--- config.mk ---
export PLATFORM = sky130hd
export DESIGN_NAME = flit_fifo
export DESIGN_NICKNAME = d
export VERILOG_FILES = /design/src/rtl/flit_fifo.sv
export SDC_FILE = /design/constraint.sdc
export NUM_CORES = 1
export LEC_CHECK = 0
export ABC_AREA = 1
export BUFFER_PORTS_ARGS = -buffer_cell sky130_fd_sc_hd__buf_2
export CAP_MARGIN = 20
export CORE_AREA = 4 4 100 102
export CTS_CLUSTER_SIZE = 25
export DETAILED_ROUTE_END_ITERATION = 10
export DIE_AREA = 0 0 104 106
export PLACE_DENSITY = 0.49
export SYNTH_ARGS = -nofsm -noshare
export SYNTH_HDL_FRONTEND = slang
export SYNTH_SLANG_ARGS = --single-unit
--- constraint.sdc ---
create_clock -name clk_i -period 4.76 [get_ports clk_i]
set_input_delay 0.476 -clock clk_i [delete_from_list [all_inputs] [get_ports clk_i]]
set_output_delay 0.476 -clock clk_i [all_outputs]
set_load 0.005 [all_outputs]
--- src/rtl/flit_fifo.sv ---
// Router-port flit buffer with all 2**DEPTH_WIDTH entries usable. Read data has 1-cycle latency, or 0 with FWFT=1.
// Writes are rejected when full unless a read is accepted in the same cycle. FLIT_FIFO_ALMOST_THRESHOLD_EN adds the almost flags.
module flit_fifo #(
  parameter int DATA_WIDTH         = 8,
  parameter int DEPTH_WIDTH        = 2,
  parameter int FWFT               = 0,
  parameter int ALMOST_EMPTY_LEVEL = 1,
  parameter int ALMOST_FULL_LEVEL  = (2 ** DEPTH_WIDTH) - 1,
  parameter int ID                 = 0
) (
  input  logic                   clk_i,
  input  logic                   rst_ni,
  input  logic                   wr_en_i,
  input  logic [DATA_WIDTH-1:0]  data_i,
  input  logic                   rd_en_i,
  output logic [DATA_WIDTH-1:0]  data_o,
  output logic                   full_o,
  output logic                   empty_o,
  output logic [DEPTH_WIDTH:0]   count_o,
`ifdef FLIT_FIFO_ALMOST_THRESHOLD_EN
  output logic                   almost_empty_o,
  output logic                   almost_full_o,
`endif
  output logic                   overflow_o,
  output logic                   underflow_o
);

  localparam int DEPTH = 2 ** DEPTH_WIDTH;
  localparam logic [DEPTH_WIDTH:0] FULL_CNT = {1'b1, {DEPTH_WIDTH{1'b0}}};

  logic [DATA_WIDTH-1:0]  mem_q [DEPTH];
  logic [DEPTH_WIDTH-1:0] wr_ptr_q, wr_ptr_d;
  logic [DEPTH_WIDTH-1:0] rd_ptr_q, rd_ptr_d;
  logic [DEPTH_WIDTH:0]   count_q, count_d;
  logic                   overflow_q, overflow_d;
  logic                   underflow_q, underflow_d;
  logic                   full, empty, rd_acc, wr_acc;
  logic [31:0]            unused_cfg;

  assign full    = (count_q == FULL_CNT);
  assign empty   = (count_q == '0);
  // No bypass: an empty FIFO never accepts a read, even alongside a write.
  assign rd_acc  = rd_en_i & ~empty;
  assign wr_acc  = wr_en_i & (~full | rd_acc);

  always_comb begin
    wr_ptr_d    = wr_ptr_q;
    rd_ptr_d    = rd_ptr_q;
    count_d     = count_q;
    overflow_d  = wr_en_i & ~wr_acc;
    underflow_d = rd_en_i & ~rd_acc;
    if (wr_acc) wr_ptr_d = wr_ptr_q + 1'b1;
    if (rd_acc) rd_ptr_d = rd_ptr_q + 1'b1;
    if (wr_acc && !rd_acc)      count_d = count_q + 1'b1;
    else if (rd_acc && !wr_acc) count_d = count_q - 1'b1;
  end

  always_ff @(posedge clk_i or negedge rst_ni) begin
    if (!rst_ni) begin
      wr_ptr_q    <= '0;
      rd_ptr_q    <= '0;
      count_q     <= '0;
      overflow_q  <= 1'b0;
      underflow_q <= 1'b0;
    end else begin
      wr_ptr_q    <= wr_ptr_d;
      rd_ptr_q    <= rd_ptr_d;
      count_q     <= count_d;
      overflow_q  <= overflow_d;
      underflow_q <= underflow_d;
    end
  end

  always_ff @(posedge clk_i) begin
    if (wr_acc) mem_q[wr_ptr_q] <= data_i;
  end

  if (FWFT != 0) begin : g_fwft
    assign data_o = empty ? '0 : mem_q[rd_ptr_q];
  end else begin : g_reg_out
    logic [DATA_WIDTH-1:0] data_q;
    always_ff @(posedge clk_i or negedge rst_ni) begin
      if (!rst_ni)     data_q <= '0;
      else if (rd_acc) data_q <= mem_q[rd_ptr_q];
    end
    assign data_o = data_q;
  end

  assign full_o      = full;
  assign empty_o     = empty;
  assign count_o     = count_q;
  assign overflow_o  = overflow_q;
  assign underflow_o = underflow_q;

`ifdef FLIT_FIFO_ALMOST_THRESHOLD_EN
  assign almost_empty_o = (int'(count_q) <= ALMOST_EMPTY_LEVEL);
  assign almost_full_o  = (int'(count_q) >= ALMOST_FULL_LEVEL);
  assign unused_cfg     = ID;
`else
  assign unused_cfg     = ID ^ ALMOST_EMPTY_LEVEL ^ ALMOST_FULL_LEVEL;
`endif

endmodule

==> results of run 1 <==
-- layout by cell type (no fill, tap or decap), drive strengths merged --
master	Yosys	final
clkbuf	0	5
nand2	77	77
ha	5	5
edfxtp	32	32
buf	5	26
nor3	1	1
nand3	20	20
xnor2	2	2
nor2	7	7
clkinv	0	2
o21ai	1	1
xor2	2	2
dfrtp	17	17
inv	49	50
fa	1	1
-- logic make-up after synthesis --
group / share of synthesized area
buffers and inverters: 0.107
and+or+nand+nor: 0.212
DFF: 0.625
xor gates and xnor gates: 0.0158
AOI/OAI and AO/OA: 0.00395
adders and majority gates: 0.0372
-- report_power, final --
part           total [mW]  switching [mW]  internal (mW)
sequential          0.697           0.120          0.577
combinational       0.473           0.288          0.185
clock               0.251           0.146          0.105
-- layer usage --
layer	vias to the layer above	wire length, um	track usage	share of wire
li1	721	-	-	-
met1	638	1940	0.0976	0.45
met2	24	2140	0.145	0.50
met3	5	188	0.0243	0.044
met4	0	42	0.0256	0.0097
met5	-	0	0	0
-- worst max-delay path, delay by kind of cell, from the launching register on --
kind / cells / cell delay (ns)
xor+xnor: 1 / 0.14
fa+ha+maj: 2 / 0.58
buf+inv: 1 / 0.06
flops: 1 / 0.48
simple gates: 5 / 0.60
-- worst paths after layout --
| path | endpoint |
|---|---|
| min in group clk_i | mem_q[3][3]$_DFFE_PP_ |
| max in group asynchronous | count_o[0]$_DFFE_PN0P_ |
| min reg2reg | data_o[2]$_DFFE_PN0P_ |
| min | data_o[0]$_DFFE_PN0P_ |
| max reg2reg | count_o[2]$_DFFE_PN0P_ |
| max | count_o[2]$_DFFE_PN0P_ |
-- cell type report --
type                            instances  area share
Clock buffer                            5      0.0272
Clock inverter                          3     0.00841
Inverter                               49      0.0737
Multi-Input combinational cell        116       0.236
Sequential cell                        49       0.548
Tap cell                              111      0.0549
Timing Repair Buffer                   26      0.0515
-- flip-flops by register name (all words and copies together), names as in the netlist --
name         count
mem_q           32
data_o           8
count_o          3
rd_ptr_q         2
wr_ptr_q         2
overflow_o       1
underflow_o      1
==> summary.txt, run 1 <==
STA
  – Slack of the critical path: 2.79 ns
  – Final hold vios: 0
  – Worst Tran Pin Value: 0.869 ns
  – RSZ-0062 raised after global routing: false
  – Final Max Slew Viols: 0
  – Final setup fails: 0
  – Hold Slack: 0.0889 ns
  – Min Tclk post-route: 1.97 ns
  – Final period util: 0.414
  – Clock Skews: 0.0124 ns
  – FMAX: 507 MHz
  – Fin Setup TNS: 0 ns
  – Slew HR: 0.418

Placed design
  – Placed cell areas: 2440 sq um
  – Port Buffers: 26
  – Post-DP HPWL: 2.98 mm
  – Place WS: 2.77 ns
  – Post-Place Cells: 351
  – GP Congestion: 0.762

Clocking
  – Setup bufs post-CTS: 0
  – Root buf cell: clkbuf_8
  – TritonCTS buffer count: 5
  – CTS tree: done
  – Clock transition at the registers of the reported paths: 0.10 ns
  – # hold bufs at CTS: 0
  – Post-CTS Resized: 0
  – Maximum root-to-sink buffer count: 2
  – Clock Latency Late Sink: 0.30 ns
  – H-Tree Level Count: 2
  – Sink Count: 49

Setup path
  – Reg2reg setup slack: 2.79 ns
  – Critical path class: flip-flop to flip-flop
  – Largest stage delay, worst path: 0.48 ns
  – Crit path top cell by count: nand2_4
  – Worst Setup End Kind: flip-flop
  – CP Cell Sequence: nor2_4, nand2_4, nand2_4, ha_1, inv_1, fa_1, nand2_1, nand3_1, xor2_1
  – CP startpoint kind: flip-flop
  – FF-to-FF path depth: 9
  – Worst EP arrival: 2.16 ns
  – Worst Path Required: 4.95 ns
  – Worst Setup SP: count_o[0]$_DFFE_PN0P_
  – CP max stage cell: dfrtp_1
  – CP Max Fanout: 13
  – R2R Path Start: count_o[0]$_DFFE_PN0P_

Route
  – DR pass1 iterations: 4
  – Final WL: 4.31 mm
  – ANT nets after route: 0
  – Via/cell ratio: 3.87
  – DRC Markers: 0
  – Number of DRC markers in iteration 0: 46
  – Routed vias: 1,388
  – Post-DR wirelength/cell: 12.0 um

Final layout
  – Post-Route Utilization: 0.278
  – Share of cells above drive strength 1: 0.198
  – Design Area, Final: 2530 sq um
  – Fill cells: 984
  – Non-Filler Instances: 359
  – Area delta synth->final: 13.9%
  – Reg area: 1390 sq um
  – # diodes: 0
  – Area of the multi-input gates: 597 sq um
  – Final nets: 265

Global routing
  – Vias in the first global route: 1,395
  – Gr usage total: 0.0827
  – Largest net degree at the start of global routing: 19
  – GRT overflow: 0
  – Initial antenna violation count: 0
  – First-pass GRT wire length: 7.09 mm

Synthesis
  – Most frequent cell after synthesis: nand2_1
  – Synthesized area per cell: 10.1 sq um
  – Ys async rst share: 0.347
  – Synth cell count leaders: 66 x nand2_1, 47 x inv_1, 32 x edfxtp_1, 19 x nand3_1, 17 x dfrtp_1
  – Register bit total from synthesis: 49
  – Post-Syn Area: 2220 sq um
  – Synth warnings: 0
  – Most used DFF post-synth: edfxtp_1
  – Gate count after technology mapping: 219
  – Top cell type's share of synthesized area: 0.433
  – Sequential fraction of the synthesis area: 0.625
  – Synth Net Count: 237
  – Distinct cells, synth: 22
  – Post-synth EDFFs: 32
  – Largest area contributor in the netlist: edfxtp_1
  – Top cells by area, synth: edfxtp_1 43%, dfrtp_1 19%, nand2_1 11%

Floorplan
  – Die Height: 106 um
  – IO Count: 27
  – Initial Util: 0.244
  – CORE AREA: 9110 sq um
  – DIE AREA: 11,000 sq um
  – Rows: 35
  – Die width: 104 um

Power and ir drop
  – VDD IR max: 0.000143 V
  – Pleak: 1.25 nW
  – Pwr dens: 562 nW/um^2
  – Tot Pwr: 1.42 mW

Flow run
  – Max_cap viols: 0

Worst hold path
  – Worst min-delay path category: input port to async pin

Outcome
  – Status: complete, no violations
Note: power is estimated with default switching activity, not from simulation.
==> run 2, diff against run 1 <==
--- a/config.mk
+++ b/config.mk
@@ -12,7 +12,7 @@
 export CTS_CLUSTER_SIZE = 25
 export DETAILED_ROUTE_END_ITERATION = 10
 export DIE_AREA = 0 0 104 106
-export PLACE_DENSITY = 0.49
+export PLACE_DENSITY = 0.5
 export SYNTH_ARGS = -nofsm -noshare
 export SYNTH_HDL_FRONTEND = slang
 export SYNTH_SLANG_ARGS = --single-unit
==> constraint.sdc (replaced) <==
create_clock -name clk_i -period 1.65 [get_ports clk_i]
set_input_delay 0.165 -clock clk_i [delete_from_list [all_inputs] [get_ports clk_i]]
set_output_delay 0.165 -clock clk_i [all_outputs]
set_load 0.005 [all_outputs]
==> run 2 against run 1 <==
Compared with the run above: the run now ends with setup timing left; wire length increased by 2.4%; utilization increased by 2.0 points; die area did not move; first-iteration DRC count shrank 4.3%; largest cell class unchanged; largest power group unchanged.
==> summary.txt, run 2 (synthesized netlist as in run 1, its figures left out) <==
Setup path
  – Critical path class: flip-flop to flip-flop
  – Worst Path Required: 1.85 ns
  – Crit-path leading delay family: adder cells
  – Worst Setup End Kind: flip-flop
  – CP Cell Sequence: nor2_4, nand3_2, nand2_4, inv_1, ha_4, inv_2, fa_2, nand2_1, nand2_1
  – Worst EP arrival: 1.88 ns
  – Largest stage delay, worst path: 0.43 ns
  – CP startpoint kind: flip-flop
  – CP max stage cell: dfrtp_2
  – WP buf/inv: 2
  – Crit path top cell by count: nand2_1
  – CP Max Fanout: 3

Clocking
  – TritonCTS buffer count: 5
  – Clock Latency Late Sink: 0.31 ns
  – Maximum root-to-sink buffer count: 2
  – Clock transition at the registers of the reported paths: 0.10 ns
  – Sink Count: 49
  – Root buf cell: clkbuf_8
  – H-Tree Level Count: 2
  – CTS tree: done

Final layout
  – # diodes: 0
  – Final nets: 280
  – Most frequent cells in the layout: 66 x nand2_1, 46 x inv_1, 32 x edfxtp_1, 26 x buf_2, 18 x nand3_1
  – Max FFs per register: 32
  – Most flops, register: mem_q
  – Post-Route Utilization: 0.298
  – Non-Filler Instances: 374
  – Area delta synth->final: 22.2%
  – Most common cell after layout, fill and taps aside: nand2_1
  – Share of cells above drive strength 1: 0.281

Power and ir drop
  – VDD IR max: 0.000490 V
  – Pleak: 1.33 nW
  – Pwr dens: 1650 nW/um^2

Floorplan
  – Initial Util: 0.244
  – DIE AREA: 11,000 sq um
  – CORE AREA: 9110 sq um
  – Rows: 35
  – IO Count: 27
  – Die Height: 106 um
  – Die width: 104 um

Placed design
  – Post-DP HPWL: 3.07 mm
  – Place WS: -0.133 ns
  – GP Congestion: 0.682
  – Post-Place Cells: 363
  – Port Buffers: 26

STA
  – RSZ-0062 raised after global routing: true
  – Final period util: 1.02
  – Slew HR: 0.649
  – Slack of the critical path: -0.0321 ns
  – Clock Skews: 0.00639 ns
  – Final Max Slew Viols: 0
  – Worst Tran Pin Value: 0.526 ns
  – Final setup fails: 2
  – Min Tclk post-route: 1.68 ns
  – FMAX: 595 MHz
  – Final hold vios: 0

Global routing
  – First-pass GRT wire length: 7.38 mm
  – Gr usage total: 0.0865
  – Vias in the first global route: 1,456
  – Initial antenna violation count: 0
  – Largest net degree at the start of global routing: 18
  – GRT overflow: 0

Outcome
  – Failing checks: setup timing
  – Status: finished with violations

Route
  – Number of DRC markers in iteration 0: 44
  – DR pass1 iterations: 4
  – ANT nets after route: 0
  – Final WL: 4.42 mm
  – Via/cell ratio: 3.87
  – DRC Markers: 0
  – Routed vias: 1,446
  – Post-DR wirelength/cell: 11.8 um

Worst hold path
  – Worst min-delay path category: input port to flip-flop

Flow run
  – Max_cap viols: 0
==> run 2: cell types whose count changed in the layout (fill, tap and decap cells not counted), moves of 2 or more <==
cell     before  now
buf_4         0   14
nor2_2        0    3
dfrtp_2       0    2
nor2_1        6    2
dfrtp_1      17   15
==> run 2: final timing paths <==
check / from / to / slack [ns] / cells past startpoint
setup / recovery: count_o[0]$_DFFE_PN0P_ / count_o[1]$_DFFE_PN0P_ / -0.03 / 9
hold / removal: data_i[1] / mem_q[3][1]$_DFFE_PP_ / 0.08 / 1
max in group asynchronous: rst_ni / count_o[1]$_DFFE_PN0P_ / 1.01 / 2
setup reg to reg: count_o[0]$_DFFE_PN0P_ / count_o[1]$_DFFE_PN0P_ / -0.03 / 9
hold reg to reg: data_o[2]$_DFFE_PN0P_ / data_o[2]$_DFFE_PN0P_ / 0.49 / 2
min in group asynchronous: rst_ni / overflow_o$_DFF_PN0_ / 0.33 / 2
==> run 2: timing repair <==
| action | in CTS | in global routing |
|---|---|---|
| resized for setup | 3 | 4 |
| hold buffers | 1 | 0 |
| pin swaps | 2 | 1 |
| endpoints found under the setup margin | 26 | 18 |
| setup buffers | 1 | 1 |
| hold endpoints to repair | 17 | 0 |
==> run 2: through the flow <==
stage | hold WS, ns | setup TNS [ns] | total power [mW] | cell area, sq um
detailed placement | 0.133 | -2.04 | 3.63 | 2550
floorplan | -0.131 | -0.211 | 3.01 | 2240
finish | 0.0751 | -0.0590 | 4.48 | 2710
CTS | 0.0704 | -0.643 | 4.55 | 2690
global route | 0.0725 | -0.309 | 4.87 | 2710
global placement | 0.131 | -0.942 | 3.59 | 2550
==> run 2: metal layers <==
layer,vias up,GRT usage,share of wire
li1,750,-,-
met1,666,0.104,0.46
met2,24,0.147,0.49
met3,6,0.0213,0.035
met4,0,0.0370,0.015
met5,-,0,0
==> run 2: area by class of cell <==
type / instances / area, sq um
sequential: 49 / 1390
inverter: 49 / 186
fill: 983 / 6400
multi-input combinational: 116 / 637
tap: 111 / 139
timing repair buffer: 41 / 245
clock inverter: 3 / 46.3
clock buffer: 5 / 68.8
==> run 2: where the power goes <==
group	switching, mW	internal, mW	total (mW)
clock	0.425	0.454	0.879
sequential	0.167	1.67	1.84
combinational	1.04	0.730	1.77
total	1.63	2.85	4.48
==> run 2: worst register-to-register path, stage by stage, from the launching register on <==
cell,delay (ns)
dfrtp_2,0.43
nor2_4,0.11
nand3_2,0.11
nand2_4,0.10
inv_1,0.06
ha_4,0.16
inv_2,0.06
fa_2,0.42
nand2_1,0.07
nand2_1,0.05
